File: src/rtl/n64_pkg.sv
// Shared definitions for the N64 controller frame collector.
package n64_pkg;

  localparam int FRAME_BITS             = 32;
  localparam int DEFAULT_TIMEOUT_CYCLES = 500;

  typedef enum logic [1:0] {
    IDLE    = 2'd0,
    COLLECT = 2'd1,
    STOP    = 2'd2
  } state_t;

endpackage

File: src/rtl/n64_frame_fifo.sv
// Show-ahead frame FIFO with occupancy count. DEPTH must be a power of two (>= 2)
// so the pointers wrap by natural overflow.
module n64_frame_fifo
  import n64_pkg::*;
#(
  parameter int DEPTH = 4
) (
  input  logic                      clk_sys,
  input  logic                      rst_b,
  input  logic                      push,
  input  logic [FRAME_BITS-1:0]     push_data,
  input  logic                      pop,
  output logic [FRAME_BITS-1:0]     head,
  output logic [$clog2(DEPTH):0]    count,
  output logic                      full,
  output logic                      empty
);

  localparam int PTR_W = $clog2(DEPTH);
  localparam int CNT_W = PTR_W + 1;

  logic [FRAME_BITS-1:0] mem [DEPTH];
  logic [PTR_W-1:0]      wr_ptr;
  logic [PTR_W-1:0]      rd_ptr;
  logic                  push_ok;
  logic                  pop_ok;

  assign full  = (count == CNT_W'(DEPTH));
  assign empty = (count == '0);

  // A push at full only lands when a pop frees the head slot in the same cycle.
  assign push_ok = push && (!full || pop);
  assign pop_ok  = pop && !empty;

  assign head = empty ? '0 : mem[rd_ptr];

  // Storage write; contents are don't-care while the count says empty.
  always_ff @(posedge clk_sys) begin
    if (push_ok) mem[wr_ptr] <= push_data;
  end

  // Pointer and occupancy bookkeeping.
  always_ff @(posedge clk_sys or negedge rst_b) begin
    if (!rst_b) begin
      wr_ptr <= '0;
      rd_ptr <= '0;
      count  <= '0;
    end else begin
      if (push_ok) wr_ptr <= wr_ptr + 1'b1;
      if (pop_ok)  rd_ptr <= rd_ptr + 1'b1;
      count <= count + CNT_W'(push_ok) - CNT_W'(pop_ok);
    end
  end

endmodule

File: src/rtl/n64_frame_collector.sv
// Assembles 32-bit N64 controller frames from a decoded bit stream, checks the
// stop bit, abandons stalled frames and queues good frames for the consumer.
//
// state   | meaning
// IDLE    | waiting for the first bit of a frame (becomes bit 31)
// COLLECT | shifting in bits 30..0, gap timer running
// STOP    | 32 bits held, waiting for the stop bit (1 = commit, 0 = error)
module n64_frame_collector
  import n64_pkg::*;
#(
  parameter int TIMEOUT_CYCLES = DEFAULT_TIMEOUT_CYCLES,
  parameter int FIFO_DEPTH     = 4
) (
  input  logic                         PCLK,
  input  logic                         PRESERN,
  input  logic                         read_data_bit,
  input  logic                         read_bit_data_valid,
  input  logic                         pop,
  input  logic                         overflow_clear,
  output logic [FRAME_BITS-1:0]        frame_data,
  output logic                         frame_valid,
  output logic [$clog2(FIFO_DEPTH):0]  fifo_count,
  output logic [FRAME_BITS-1:0]        last_frame,
  output logic                         change_pulse,
  output logic                         overflow,
  output logic                         frame_error
);

  localparam int GAP_W = $clog2(TIMEOUT_CYCLES + 1);
  localparam int IDX_W = $clog2(FRAME_BITS);
  localparam int BC_W  = IDX_W + 1;

  state_t                state;
  state_t                state_nxt;
  logic [FRAME_BITS-1:0] shift_reg;
  logic [BC_W-1:0]       bit_count;
  logic [GAP_W-1:0]      gap_count;
  logic [IDX_W-1:0]      bit_idx;
  logic                  timed_out;
  logic                  load_first;
  logic                  shift_bit;
  logic                  commit;
  logic                  abandon;
  logic                  fifo_full;
  logic                  fifo_empty;

  // Bits land MSB-first: the n-th bit of a frame goes to position 31-(n-1).
  assign bit_idx   = IDX_W'(FRAME_BITS - 1) - bit_count[IDX_W-1:0];
  assign timed_out = !read_bit_data_valid && (gap_count == GAP_W'(TIMEOUT_CYCLES - 1));

  // State register.
  always_ff @(posedge PCLK or negedge PRESERN) begin
    if (!PRESERN) state <= IDLE;
    else          state <= state_nxt;
  end

  // Next-state and datapath control decode.
  always_comb begin
    state_nxt  = state;
    load_first = 1'b0;
    shift_bit  = 1'b0;
    commit     = 1'b0;
    abandon    = 1'b0;
    case (state)
      IDLE: begin
        if (read_bit_data_valid) begin
          load_first = 1'b1;
          state_nxt  = COLLECT;
        end
      end
      COLLECT: begin
        if (read_bit_data_valid) begin
          shift_bit = 1'b1;
          if (bit_count == BC_W'(FRAME_BITS - 1)) state_nxt = STOP;
        end else if (timed_out) begin
          abandon   = 1'b1;
          state_nxt = IDLE;
        end
      end
      STOP: begin
        if (read_bit_data_valid) begin
          commit    = read_data_bit;
          abandon   = !read_data_bit;
          state_nxt = IDLE;
        end else if (timed_out) begin
          abandon   = 1'b1;
          state_nxt = IDLE;
        end
      end
      default: state_nxt = IDLE;
    endcase
  end

  // Shift register and bit counter.
  always_ff @(posedge PCLK or negedge PRESERN) begin
    if (!PRESERN) begin
      shift_reg <= '0;
      bit_count <= '0;
    end else if (load_first) begin
      shift_reg <= {read_data_bit, {(FRAME_BITS-1){1'b0}}};
      bit_count <= BC_W'(1);
    end else if (shift_bit) begin
      shift_reg[bit_idx] <= read_data_bit;
      bit_count          <= bit_count + 1'b1;
    end else if (commit || abandon) begin
      bit_count <= '0;
    end
  end

  // Gap timer: counts cycles since the last valid bit while a frame is open.
  always_ff @(posedge PCLK or negedge PRESERN) begin
    if (!PRESERN) begin
      gap_count <= '0;
    end else if (state == IDLE || read_bit_data_valid || abandon) begin
      gap_count <= '0;
    end else begin
      gap_count <= gap_count + 1'b1;
    end
  end

  // Commit side effects, error pulse and sticky overflow (set beats clear).
  always_ff @(posedge PCLK or negedge PRESERN) begin
    if (!PRESERN) begin
      last_frame   <= '0;
      change_pulse <= 1'b0;
      frame_error  <= 1'b0;
      overflow     <= 1'b0;
    end else begin
      change_pulse <= commit && (shift_reg != last_frame);
      frame_error  <= abandon;
      if (commit) last_frame <= shift_reg;
      if (commit && fifo_full && !pop) overflow <= 1'b1;
      else if (overflow_clear)         overflow <= 1'b0;
    end
  end

  n64_frame_fifo #(
    .DEPTH (FIFO_DEPTH)
  ) u_fifo (
    .clk_sys   (PCLK),
    .rst_b     (PRESERN),
    .push      (commit),
    .push_data (shift_reg),
    .pop       (pop),
    .head      (frame_data),
    .count     (fifo_count),
    .full      (fifo_full),
    .empty     (fifo_empty)
  );

  assign frame_valid = !fifo_empty;

endmodule

File: config.mk
export PLATFORM = sky130hd
export DESIGN_NAME = n64_frame_collector
export DESIGN_NICKNAME = d
export VERILOG_FILES = /design/src/rtl/n64_pkg.sv /design/src/rtl/n64_frame_fifo.sv /design/src/rtl/n64_frame_collector.sv
export SDC_FILE = /design/constraint.sdc
export NUM_CORES = 1
export LEC_CHECK = 0
export BUFFER_PORTS_ARGS = -buffer_cell sky130_fd_sc_hd__buf_2
export CORE_ASPECT_RATIO = 0.7
export CORE_MARGIN = 5
export CORE_UTILIZATION = 60
export CTS_CLUSTER_DIAMETER = 80
export DETAILED_ROUTE_END_ITERATION = 12
export GPL_ROUTABILITY_DRIVEN = 0
export PLACE_DENSITY_LB_ADDON = 0.08
export REMOVE_ABC_BUFFERS = 1
export SLEW_MARGIN = 20
export SYNTH_ARGS = -nofsm -noshare
export SYNTH_HDL_FRONTEND = slang
export SYNTH_SLANG_ARGS = --single-unit
File: constraint.sdc
create_clock -name PCLK -period 3.2 [get_ports PCLK]
set_input_delay 0.48 -clock PCLK [delete_from_list [all_inputs] [get_ports PCLK]]
set_output_delay 0.48 -clock PCLK [all_outputs]
set_load 0.005 [all_outputs]
==> impl_metrics.ini <==
[detailed_routing]
first_pass_iters = 5
dr_total_vias = 5509
antenna_left = 0
routedWlPerCell_um = 20.26
drt_iter0_markers = 484
vias_per_cell = 5.836
drc = 0
drt_wl_total_um = 19120

[die]
die_height_um = 115.5
die_x_um = 160.7
io_pins = 77
rows = 38
die-area_um2 = 18560
start_util_pct = 61.36
core-area_um2 = 15550

[worst_setup_path]
crit_type = flop to primary output
worstPathMaxFanout = 21
cp-start-kind = flop
crit_required_ns = 2.72
regToRegSetupSlack_ns = 0.89
r2r-end = u_fifo.count[2]
timing.rr.start = u_fifo.count[1]
r2r_cells = 8
cp-end-kind = primary output
cp.arrival_ns = 2.29

[yosys]
yosysSeqAreaShare_pct = 64.17
avgSynthCellArea_um2 = 14.50
ys_types = 53
syn_area_um2 = 9539
ys_seq_elements = 219
async_flop_share_pct = 41.55
synth_edf_count = 128
ys.flop_type = edfxtp_1
synth-warning-count = 0
syn-instance-count = 658

[final_layout]
syn_to_final_growth_pct = 12.37
fin_area_um2 = 10720
mostFrequentLayoutCells = 128 x edfxtp_1, 90 x dfrtp_1, 75 x buf_2
layout_commonest_cell = edfxtp_1
nets = 751
drive_above_1_share_pct = 25.94
diodes = 0
fillCellCount = 1069
largest_register_ffs = 128

[placement]
dpl.hpwl_um = 12050
placed_cell_area_um2 = 10050
io_buffers = 76

[clocking]
cts_sinks = 219
cts-hold-fix-buffers = 0
worstSkewPairLatency_ns = 0.50
cts_max_level = 1
cts-resized-gates = 0
cts_tree = built
clk_pin_slew_worst_paths_ns = 0.06
post_cts_buffers = 0
cts_buffers = 21
cts.path.max_buffers = 3
cts_root_buffer = clkbuf_16

[sta]
finalCritPeriodShare_pct = 86.41
max-slew-margin-rel_pct = 54.22
rsz0062_at_grt = false
clock_skew_ns = 0.008986
final_max_slew_viol_count = 0
setup_violations = 0
finalHoldViolations = 0
tightest_slew_ns = 0.6868
fmax_ghz = 0.3616
fin_crit_ns = 2.765
tns_ns = 0

[global_route]
antenna_found_initial = 0
grt_max_degree = 51
grt_pass1_wl_um = 30860
grt_util_all_layers_pct = 21.12
grt.overflow.total = 0
grt_pass1_vias = 5702

[pwr]
p_comb_share_pct = 21.5
swShare_pct = 27.77
p_int_uw = 5258
power_density_nw_per_um2 = 679.2
seq_power_share_pct = 45.7
ir_worst_vdd_uv = 465.3
p_leak_uw = 0.004134
clkPwrFrac_pct = 32.8
p_switching_uw = 2021

[run_status]
status = completed

[flow_run]
maxCapViolCount = 0

[hold_path]
hold_class = input port to asynchronous set/reset pin
## through the flow
step	total power, uW	hold WS (ns)	worst slack [ns]	std cells	util [%]
floorplan	4323	0.1844	0.2584	618	-
global placement	4937	0.4749	0.9043	906	64.66
detailed placement	4969	0.4864	0.8966	906	64.66
CTS	7351	0.03829	0.3648	944	68.94
global route	7628	0.05471	0.2999	944	68.94
finish	7280	0.007133	0.4347	944	68.94
## logic make-up (layout without fill, tap and decap cells)
group	after synthesis	in the layout	share of synthesized area, %
fa+ha+maj	16	16	2.177
buf+inv	57	143	3.135
flops	219	219	64.17
mux	64	64	11.37
xor+xnor	44	44	4.040
simple gates	201	201	11.45
compound gates	57	57	3.660
## power groups by stage
stage / registers, uW / logic (uW) / clock network (uW)
after floorplan: 3400 / 925 / 0
after global placement: 3370 / 1570 / 0
after detailed placement: 3380 / 1590 / 0
after CTS: 3330 / 1600 / 2430
after global routing: 3350 / 1730 / 2550
final: 3330 / 1560 / 2390
## layer usage
layer  up-vias  track usage (%)  routed length, um
met5         -                0                  0
met4         0            5.511                382
met3        27            3.235               1002
met2       155            33.99               8824
met1      2796            31.06               8912
li1       2531                -                  -
## layout make-up
type,instances,area [um2],share of cell area (%)
inverters,17,63.81,0.5953
repair buffers,88,498.0,4.646
clock inverters,8,66.31,0.6187
clock buffers,30,599.3,5.591
well taps,200,250.2,2.335
multi-input cells,382,3119,29.10
flip-flops and latches,219,6122,57.11
## critical path: stages (launching register included)
cell and delay (ns):
dfrtp_2 0.66, buf_12 0.26, mux4_2 0.53, and2_1 0.17, buf_2 0.12
## synthesized netlist by cell type, drive strengths merged (3+ instances only)
| library cell | n | area share [%] |
|---|---|---|
| edfxtp | 128 | 40 |
| dfrtp | 91 | 24 |
| nand2 | 70 | 2.8 |
| xnor2 | 41 | 3.8 |
| and2 | 38 | 2.5 |
| nand3 | 37 | 2.0 |
| a21oi | 35 | 1.8 |
| mux2 | 32 | 3.8 |
| mux4 | 32 | 7.6 |
| buf | 26 | 1.9 |
| nor2 | 18 | 0.81 |
| inv | 17 | 0.67 |
| ha | 15 | 2.0 |
| clkbuf | 14 | 0.59 |
| nand4 | 10 | 0.81 |
| and3 | 7 | 0.51 |
| o21ai | 6 | 0.31 |
| nor3 | 4 | 0.33 |
| a31oi | 3 | 0.20 |
| and3b | 3 | 0.28 |
| nor3b | 3 | 0.39 |
| o211ai | 3 | 0.24 |
| or3 | 3 | 0.20 |
| xor2 | 3 | 0.28 |
## how the worst max path moves through the flow
stage                                   to             start  cells after the start  slack (ns)
after floorplan           u_fifo.mem[0][0]          state[0]                      5        0.26
after global placement       frame_data[0]  u_fifo.rd_ptr[0]                      4        0.90
after detailed placement   u_fifo.count[2]   u_fifo.count[1]                      8        0.90
after CTS                   frame_data[25]  u_fifo.rd_ptr[0]                      4        0.36
after global routing        frame_data[25]  u_fifo.rd_ptr[0]                      4        0.30
final                        frame_data[5]  u_fifo.rd_ptr[0]                      4        0.43
No activity file was read; power rests on OpenSTA's default activity.
